<file path="src/rtl/cpu_pkg.sv">
// Shared CPU definitions: ALU-op encodings and the multiplier FSM state type.
package cpu_pkg;

  localparam logic [1:0] ADD        = 2'b00;
  localparam logic [1:0] SUB        = 2'b01;
  localparam logic [1:0] R_TYPE     = 2'b10;
  localparam logic [1:0] MUL_OPCODE = 2'b11;

  typedef enum logic [1:0] {
    IDLE = 2'b00,
    BUSY = 2'b01,
    DONE = 2'b10
  } mul_state_t;

  // Counter width for n iterations; never narrower than one bit.
  function automatic int unsigned cnt_width(input int unsigned n);
    return (n > 1) ? $clog2(n) : 1;
  endfunction

endpackage

</file>
<file path="src/rtl/mul_iter_step.sv">
// One radix-2^BITS_PER_CYCLE step of the shift-add multiplier: acc + mcand * slice.
module mul_iter_step
  import cpu_pkg::*;
#(
  parameter int unsigned DATA_W         = 64,
  parameter int unsigned BITS_PER_CYCLE = 2
) (
  input  logic [DATA_W-1:0]         acc_i,
  input  logic [DATA_W-1:0]         mcand_i,
  input  logic [BITS_PER_CYCLE-1:0] mplier_bits_i,
  output logic [DATA_W-1:0]         acc_next_c
);

  // Sum the shifted multiplicand for every set multiplier bit; carries past DATA_W drop.
  always_comb begin
    acc_next_c = acc_i;
    for (int unsigned b = 0; b < BITS_PER_CYCLE; b++) begin
      if (mplier_bits_i[b]) begin
        acc_next_c = acc_next_c + (mcand_i << b);
      end
    end
  end

endmodule

</file>
<file path="src/rtl/ex_mul_unit.sv">
// EX-stage iterative multiplier: low DATA_W bits of op_a*op_b, stalling upstream while busy.
module ex_mul_unit
  import cpu_pkg::*;
#(
  parameter int unsigned DATA_W         = 64,
  parameter int unsigned BITS_PER_CYCLE = 2
) (
  input  logic              clk,
  input  logic              rst,
  input  logic              start_i,
  input  logic              flush_i,
  input  logic [DATA_W-1:0] op_a_i,
  input  logic [DATA_W-1:0] op_b_i,
  output logic [DATA_W-1:0] result_o,
  output logic              result_valid_o,
  output logic              stall_o,
  output logic              busy_o
);

  localparam int unsigned N     = DATA_W / BITS_PER_CYCLE;
  localparam int unsigned CNT_W = cnt_width(N);
  localparam logic [CNT_W-1:0] CNT_LAST = CNT_W'(N - 1);

  // Reject a step size that leaves a partial slice of the multiplier.
  generate
    if ((BITS_PER_CYCLE == 0) || ((DATA_W % BITS_PER_CYCLE) != 0)) begin : g_bad_step
      $error("ex_mul_unit: BITS_PER_CYCLE must divide DATA_W");
    end
  endgenerate

  mul_state_t        state_q, state_d;
  logic [DATA_W-1:0] acc_q, acc_d;
  logic [DATA_W-1:0] mcand_q, mcand_d;
  logic [DATA_W-1:0] mplier_q, mplier_d;
  logic [CNT_W-1:0]  cnt_q, cnt_d;
  logic [DATA_W-1:0] acc_step_c;

  mul_iter_step #(
    .DATA_W        (DATA_W),
    .BITS_PER_CYCLE(BITS_PER_CYCLE)
  ) u_step (
    .acc_i        (acc_q),
    .mcand_i      (mcand_q),
    .mplier_bits_i(mplier_q[BITS_PER_CYCLE-1:0]),
    .acc_next_c   (acc_step_c)
  );

  // Next-state: load on accept, shift-add while busy, flush wins in every state.
  always_comb begin
    state_d  = state_q;
    acc_d    = acc_q;
    mcand_d  = mcand_q;
    mplier_d = mplier_q;
    cnt_d    = cnt_q;
    unique case (state_q)
      IDLE: begin
        if (start_i && !flush_i) begin
          state_d  = BUSY;
          acc_d    = '0;
          mcand_d  = op_a_i;
          mplier_d = op_b_i;
          cnt_d    = '0;
        end
      end
      BUSY: begin
        if (flush_i) begin
          state_d = IDLE;
        end else begin
          acc_d    = acc_step_c;
          mcand_d  = mcand_q << BITS_PER_CYCLE;
          mplier_d = mplier_q >> BITS_PER_CYCLE;
          cnt_d    = cnt_q + CNT_W'(1);
          if (cnt_q == CNT_LAST) begin
            state_d = DONE;
          end
        end
      end
      // start_i is ignored here so the still-held instruction cannot re-trigger.
      DONE: begin
        state_d = IDLE;
      end
      default: begin
        state_d = IDLE;
      end
    endcase
  end

  // State and datapath registers with synchronous reset.
  always_ff @(posedge clk) begin
    if (rst) begin
      state_q  <= IDLE;
      acc_q    <= '0;
      mcand_q  <= '0;
      mplier_q <= '0;
      cnt_q    <= '0;
    end else begin
      state_q  <= state_d;
      acc_q    <= acc_d;
      mcand_q  <= mcand_d;
      mplier_q <= mplier_d;
      cnt_q    <= cnt_d;
    end
  end

  // Outputs decode the registered state; flush suppresses the pulse and the stall at once.
  always_comb begin
    result_valid_o = (state_q == DONE) && !flush_i;
    result_o       = result_valid_o ? acc_q : '0;
    busy_o         = (state_q != IDLE);
    stall_o        = !flush_i && (((state_q == IDLE) && start_i) || (state_q == BUSY));
  end

endmodule

</file>
<file path="config.mk">
export PLATFORM = sky130hd
export DESIGN_NAME = ex_mul_unit
export DESIGN_NICKNAME = d
export VERILOG_FILES = /design/src/rtl/cpu_pkg.sv /design/src/rtl/mul_iter_step.sv /design/src/rtl/ex_mul_unit.sv
export SDC_FILE = /design/constraint.sdc
export NUM_CORES = 1
export LEC_CHECK = 0
export BUFFER_PORTS_ARGS = -buffer_cell sky130_fd_sc_hd__buf_2
export CAP_MARGIN = 20
export CELL_PAD_IN_SITES_DETAIL_PLACEMENT = 2
export CELL_PAD_IN_SITES_GLOBAL_PLACEMENT = 2
export CORE_AREA = 8 8 221 223
export DETAILED_ROUTE_END_ITERATION = 10
export DIE_AREA = 0 0 229 231
export PLACE_DENSITY = 0.86
export SLEW_MARGIN = 0
export SYNTH_ARGS = -nofsm -noshare
export SYNTH_HDL_FRONTEND = slang
export SYNTH_SLANG_ARGS = --single-unit
</file>
<file path="constraint.sdc">
create_clock -name clk -period 16.1 [get_ports clk]
set_clock_uncertainty 0.1 [all_clocks]
set_input_delay 2.415 -clock clk [delete_from_list [all_inputs] [get_ports clk]]
set_output_delay 2.415 -clock clk [all_outputs]
set_load 0.01 [all_outputs]
</file>
After elaboration in Yosys (flattened, before gate mapping)
Cells that the tools add are included.

storage, ports and cells
  flip-flop bits (word level) = 199
  input port bits = 132
  output and inout bits = 67
  word-level logic and storage cells = 44

operators by class
  add/sub/neg operators = 3
  equality and inequality tests = 6
  multiplexer cells = 19
  reductions and logical operators = 11

operator list
  kind                                                              count
  64-bit two-way mux                                                9
  64-bit one-hot mux with 2 select lines                            3
  64-bit adder                                                      2
  5-bit two-way mux                                                 2
  5-bit one-hot mux with 2 select lines                             1
  2-bit two-way mux                                                 3
  5-bit by 1-bit adder with 5-bit output (second input constant)    1
  5-bit == test (second input constant)                             1
  1-bit logical AND                                                 4
  2-bit != test (second input constant)                             2
  2-bit one-hot mux with 2 select lines                             1
  2-bit nonzero test                                                2
  3-bit != test (second input constant)                             1
  3-bit AND reduction                                               1
  2-bit by 1-bit == test with 1-bit output (second input constant)  1
  2-bit == test (second input constant)                             1
  2-bit logical NOT                                                 1
  2-bit AND reduction                                               1
  1-bit logical NOT                                                 1
  1-bit logical OR                                                  1

Depth between registers and ports, before layout
  word-level depth = 6
  gate-level depth with buffers = 27
  gate-level depth less buffers = 26

Cells and area by module
Synthesis repeated with hierarchy kept, for this count alone.

unflattened totals
  cell total of the unflattened synthesis = 2294
  area, all modules = 17920.9 µm²

modules (own cells, without submodules)
  module         times used  cells an instance  area each (µm²)  seq. area each (µm²)
  ex_mul_unit    1           995                9064.9           3983.8
  mul_iter_step  1           1299               8856.0           0.0

Least setup slack after synthesis
Ideal clock, no wire load.

  kind = input to output
  start = input flush_i
  end = output stall_o
  arrival time = 3.940 ns
  required time = 13.585 ns
  path slack = 9.645 ns
  cell stages on the path = 5
  path buffers = 2
  path through = nor4b_1 nor2_1 inv_1 clkbuf_1 clkbuf_1

on the way
  longest elaborated chain between the ends = 2

RTL lines
  element             RTL line            source
  start: declaration  ex_mul_unit.sv:11   input logic flush_i,
  1-bit logical NOT   ex_mul_unit.sv:110  stall_o = !flush_i && (((state_q == IDLE) && start_i) || (state_q == BUSY));
  1-bit logical AND   ex_mul_unit.sv:110
  end: declaration    ex_mul_unit.sv:16   output logic stall_o,

No other way between the ends.

Final worst setup path
  start = register mcand_q[0]
  end = register acc_q[63]

on the way
  longest elaborated chain between the ends = 6

RTL lines
  element                                   RTL line             source
  start: declaration                        ex_mul_unit.sv:33    logic [DATA_W-1:0] mcand_q, mcand_d;
  start signal: assignment                  ex_mul_unit.sv:99    mcand_q <= mcand_d;
  64-bit adder                              mul_iter_step.sv:19  acc_next_c = acc_next_c + (mcand_i << b);
  64-bit two-way mux                        mul_iter_step.sv:18  if (mplier_bits_i[b]) begin
  64-bit adder                              mul_iter_step.sv:19
  64-bit two-way mux *                      mul_iter_step.sv:18
  64-bit two-way mux *                      ex_mul_unit.sv:66    if (flush_i) begin
  64-bit one-hot mux with 2 select lines *  ex_mul_unit.sv:55    unique case (state_q)
  end signal: assignment                    ex_mul_unit.sv:92    acc_q <= '0;
  end signal: assignment                    ex_mul_unit.sv:98    acc_q <= acc_d;
  end: declaration                          ex_mul_unit.sv:32    logic [DATA_W-1:0] acc_q, acc_d;

Every way passes the cells marked *; elsewhere a longest branch is shown, timed or not. The select of a mux whose other input is x is not followed.
A chain may end at the register's enable or synchronous reset.

==> flow_summary.yaml <==
global_route:
  grt.total_usage_pct: 25.95
  grt_pass1_wl_mm: 110.6
  grt_max_degree: 101
  overflow: 0
  antenna_found_initial: 7
  grt_pass1_vias: 19326
critical_path:
  crit_top_cell: "a21oi_1"
  worst_r2r_path_depth: 26
  cp_max_fo: 7
  end_kind: "register"
  worstPathRequired_ps: 16450
  worstSetupStartpoint: "mcand_q[0]"
  crit_arrival_ps: 7310
  r2r-end: "acc_q[63]"
  r2r_slack_ps: 9140
  cp-start-kind: "register"
  critPathKind: "register to register"
  r2r-start: "mcand_q[0]"
  critPathCapture: "acc_q[63]"
  cp_slowest_cell: "o21ai_1"
  cpPeakStageDelay_ps: 540
clock_network:
  cts_tree: "built"
  cts_buffers: 17
  insertion_delay_ps: 520
  cts_buffer_depth: 2
  h-tree-depth: 4
  clk_pin_slew_ps: 90
  cts.sinks: 199
  cts_root_buf: "clkbuf_16"
  postCtsSetupRepairBufs: 0
  ctsResizeCount: 0
  ctsHoldBuffers: 0
synthesis:
  ys_warn_count: 0
  ys_ff_latch: 199
  synthesis.nets: 2457
  synthTopCellsByArea: "dfxtp_1 24%, ha_1 9.9%, a21oi_1 7.2%"
  synth_top_cell_by_area: "dfxtp_1"
  synth.avg_cell_area_um2: 7.736
  ys_seq_area_share_pct: 23.52
  synthArstFlopShare_pct: 0
  synth_edf_count: 0
  synth_cells: 2189
  syn-cell-area_mm2: 0.01693
  synth_cell_types: 92
  synthFlopType: "dfxtp_1"
  synth_top_area_share_pct: 23.52
die:
  num_rows: 78
  ios: 199
  die_x_um: 229
  dieArea_mm2: 0.05290
  core_area_mm2: 0.04509
  start_util_pct: 37.56
  die_h_um: 231
detailed_routing:
  viasPerCell: 6.073
  met3_length_mm: 3.434
  routedWlPerCell_um: 24.36
  wl_met2_mm: 33.84
  drc: 0
  num_vias: 17538
  wl_met1_mm: 31.16
  postRouteWirelength_mm: 70.34
  drt_pass1_iterations: 5
  top_layer: "met5"
  drt_iter0_drc: 942
  ant_nets: 0
place:
  port_buffers: 198
  place_area_mm2: 0.01823
  place.gp.congestion: 0.9113
  post-place-ws_ps: 9294
  dpl.hpwl_mm: 53.22
status:
  status: "finished, final reports clean"
finish:
  nets: 2537
  fillers: 5226
  drive_above_1_share_pct: 14.99
  utilization_pct: 41.94
  area.growth.synth_to_final_pct: 11.66
  fin_area_mm2: 0.01891
pwr:
  vdd_drop_max_uv: 80.50
  leakagePower_uw: 0.008402
  power_density_mw_per_mm2: 68.38
  finalPower_uw: 1293
flow_run:
  max-cap-violations: 0
min_path:
  hold_path_class: "register to register"
timing:
  fin_setup_tns_ps: 0
  layout_setup_ws_ps: 9138
  finalCriticalPeriod_ps: 6962
  min_period_over_period_pct: 43.24
  rsz0062_at_grt: "no"
  worstMarginPinSlew_ps: 1151
  final-hold-violation-count: 0
  max_freq_mhz: 143.6
  slew_violations: 0
  max_slew_margin_pct: 22.29
  setup_violations: 0
-- metrics by stage --
| step | hold slack, ps | instances |
|---|---|---|
| floorplan | 336.8 | 2189 |
| global placement | 342.3 | 2848 |
| detailed placement | 352.2 | 2848 |
| CTS | 368.6 | 2880 |
| global route | 387.2 | 2883 |
| finish | 365.8 | 2888 |
-- area by class of cell --
class	instances	area, µm²	area share (%)
clock inverters	15	222.7	1.178
multi-input cells	1797	12240	64.73
well taps	600	750.7	3.970
inverters	41	155.1	0.8205
clock buffers	17	425.4	2.250
repair buffers	213	1111	5.876
flip-flops and latches	199	3989	21.09
diodes	6	15.01	0.07940
-- critical path, delay by kind of cell, from the launching register on --
kind	cells	cell delay [ps]
AND/OR/NAND/NOR	6	1290
flip-flops	1	420
AO/OA/AOI/OAI	14	3490
buffers and inverters	1	80
adder cells (fa/ha/maj)	3	1050
XOR/XNOR	1	160
multiplexers	1	270
-- power breakdown --
group | switching (µW) | internal [µW] | total (µW)
clock | 269 | 220 | 488
sequential | 31.7 | 514 | 546
combinational | 165 | 93.1 | 258
-- cell usage in the layout, fill, tap and decap left out, drive strengths merged, types with 17 or more instances in the layout --
master and instances:
a21oi 246, nand2 228, buf 213, dfxtp 199, nor2 187, ha 134, a22oi 90, o21ai 90
a21o 77, and2 74, xnor2 72, a211oi 71, mux2i 64, mux2 56, inv 49, nand4 42
xor2 42, o21bai 30, nand3 30, o211ai 29, nor3 20, a31oi 20, and3 19, nor2b 19
clkbuf 17
-- state kept, by name (all words and copies together), names as in the netlist --
name / cells
mplier_q: 64
mcand_q: 64
state_q: 2
cnt_q: 5
acc_q: 64
-- how the worst min path moves through the flow --
| stage | from | endpoint | slack (ps) | depth (start not counted) |
|---|---|---|---|---|
| floorplan | mplier_q[10] | mplier_q[10] | 340 | 2 |
| global placement | mplier_q[31] | mplier_q[31] | 340 | 2 |
| detailed placement | mplier_q[25] | mplier_q[25] | 350 | 2 |
| CTS | mplier_q[59] | mplier_q[59] | 370 | 2 |
| global route | mplier_q[25] | mplier_q[25] | 390 | 2 |
| finish | mplier_q[34] | mplier_q[34] | 370 | 2 |
-- cells by family (layout without fill, tap and decap cells) --
logic type / count (synthesis) / after routing / synth area share (%)
other: 0 / 6 / 0
XOR/XNOR: 114 / 114 / 5.896
buffers and inverters: 193 / 286 / 4.411
AO/OA/AOI/OAI: 762 / 762 / 30.24
AND/OR/NAND/NOR: 665 / 665 / 18.29
multiplexers: 120 / 120 / 7.506
flip-flops: 199 / 199 / 23.52
adder cells (fa/ha/maj): 136 / 136 / 10.14
-- routing by layer --
metal | up-vias | GRT usage, %
li1 | 8200 | -
met1 | 8794 | 32.03
met2 | 425 | 43.95
met3 | 115 | 5.531
met4 | 4 | 9.823
met5 | - | 0
-- cells in the mapped netlist (70+ instances only) --
master	instances
a211oi_1	70
a21o_1	77
a21oi_1	244
a22oi_1	89
and2_1	74
clkbuf_1	130
dfxtp_1	199
ha_1	134
nand2_1	228
nor2_1	187
o21ai_0	83
xnor2_1	72
Power figures use the tool's default switching activity.
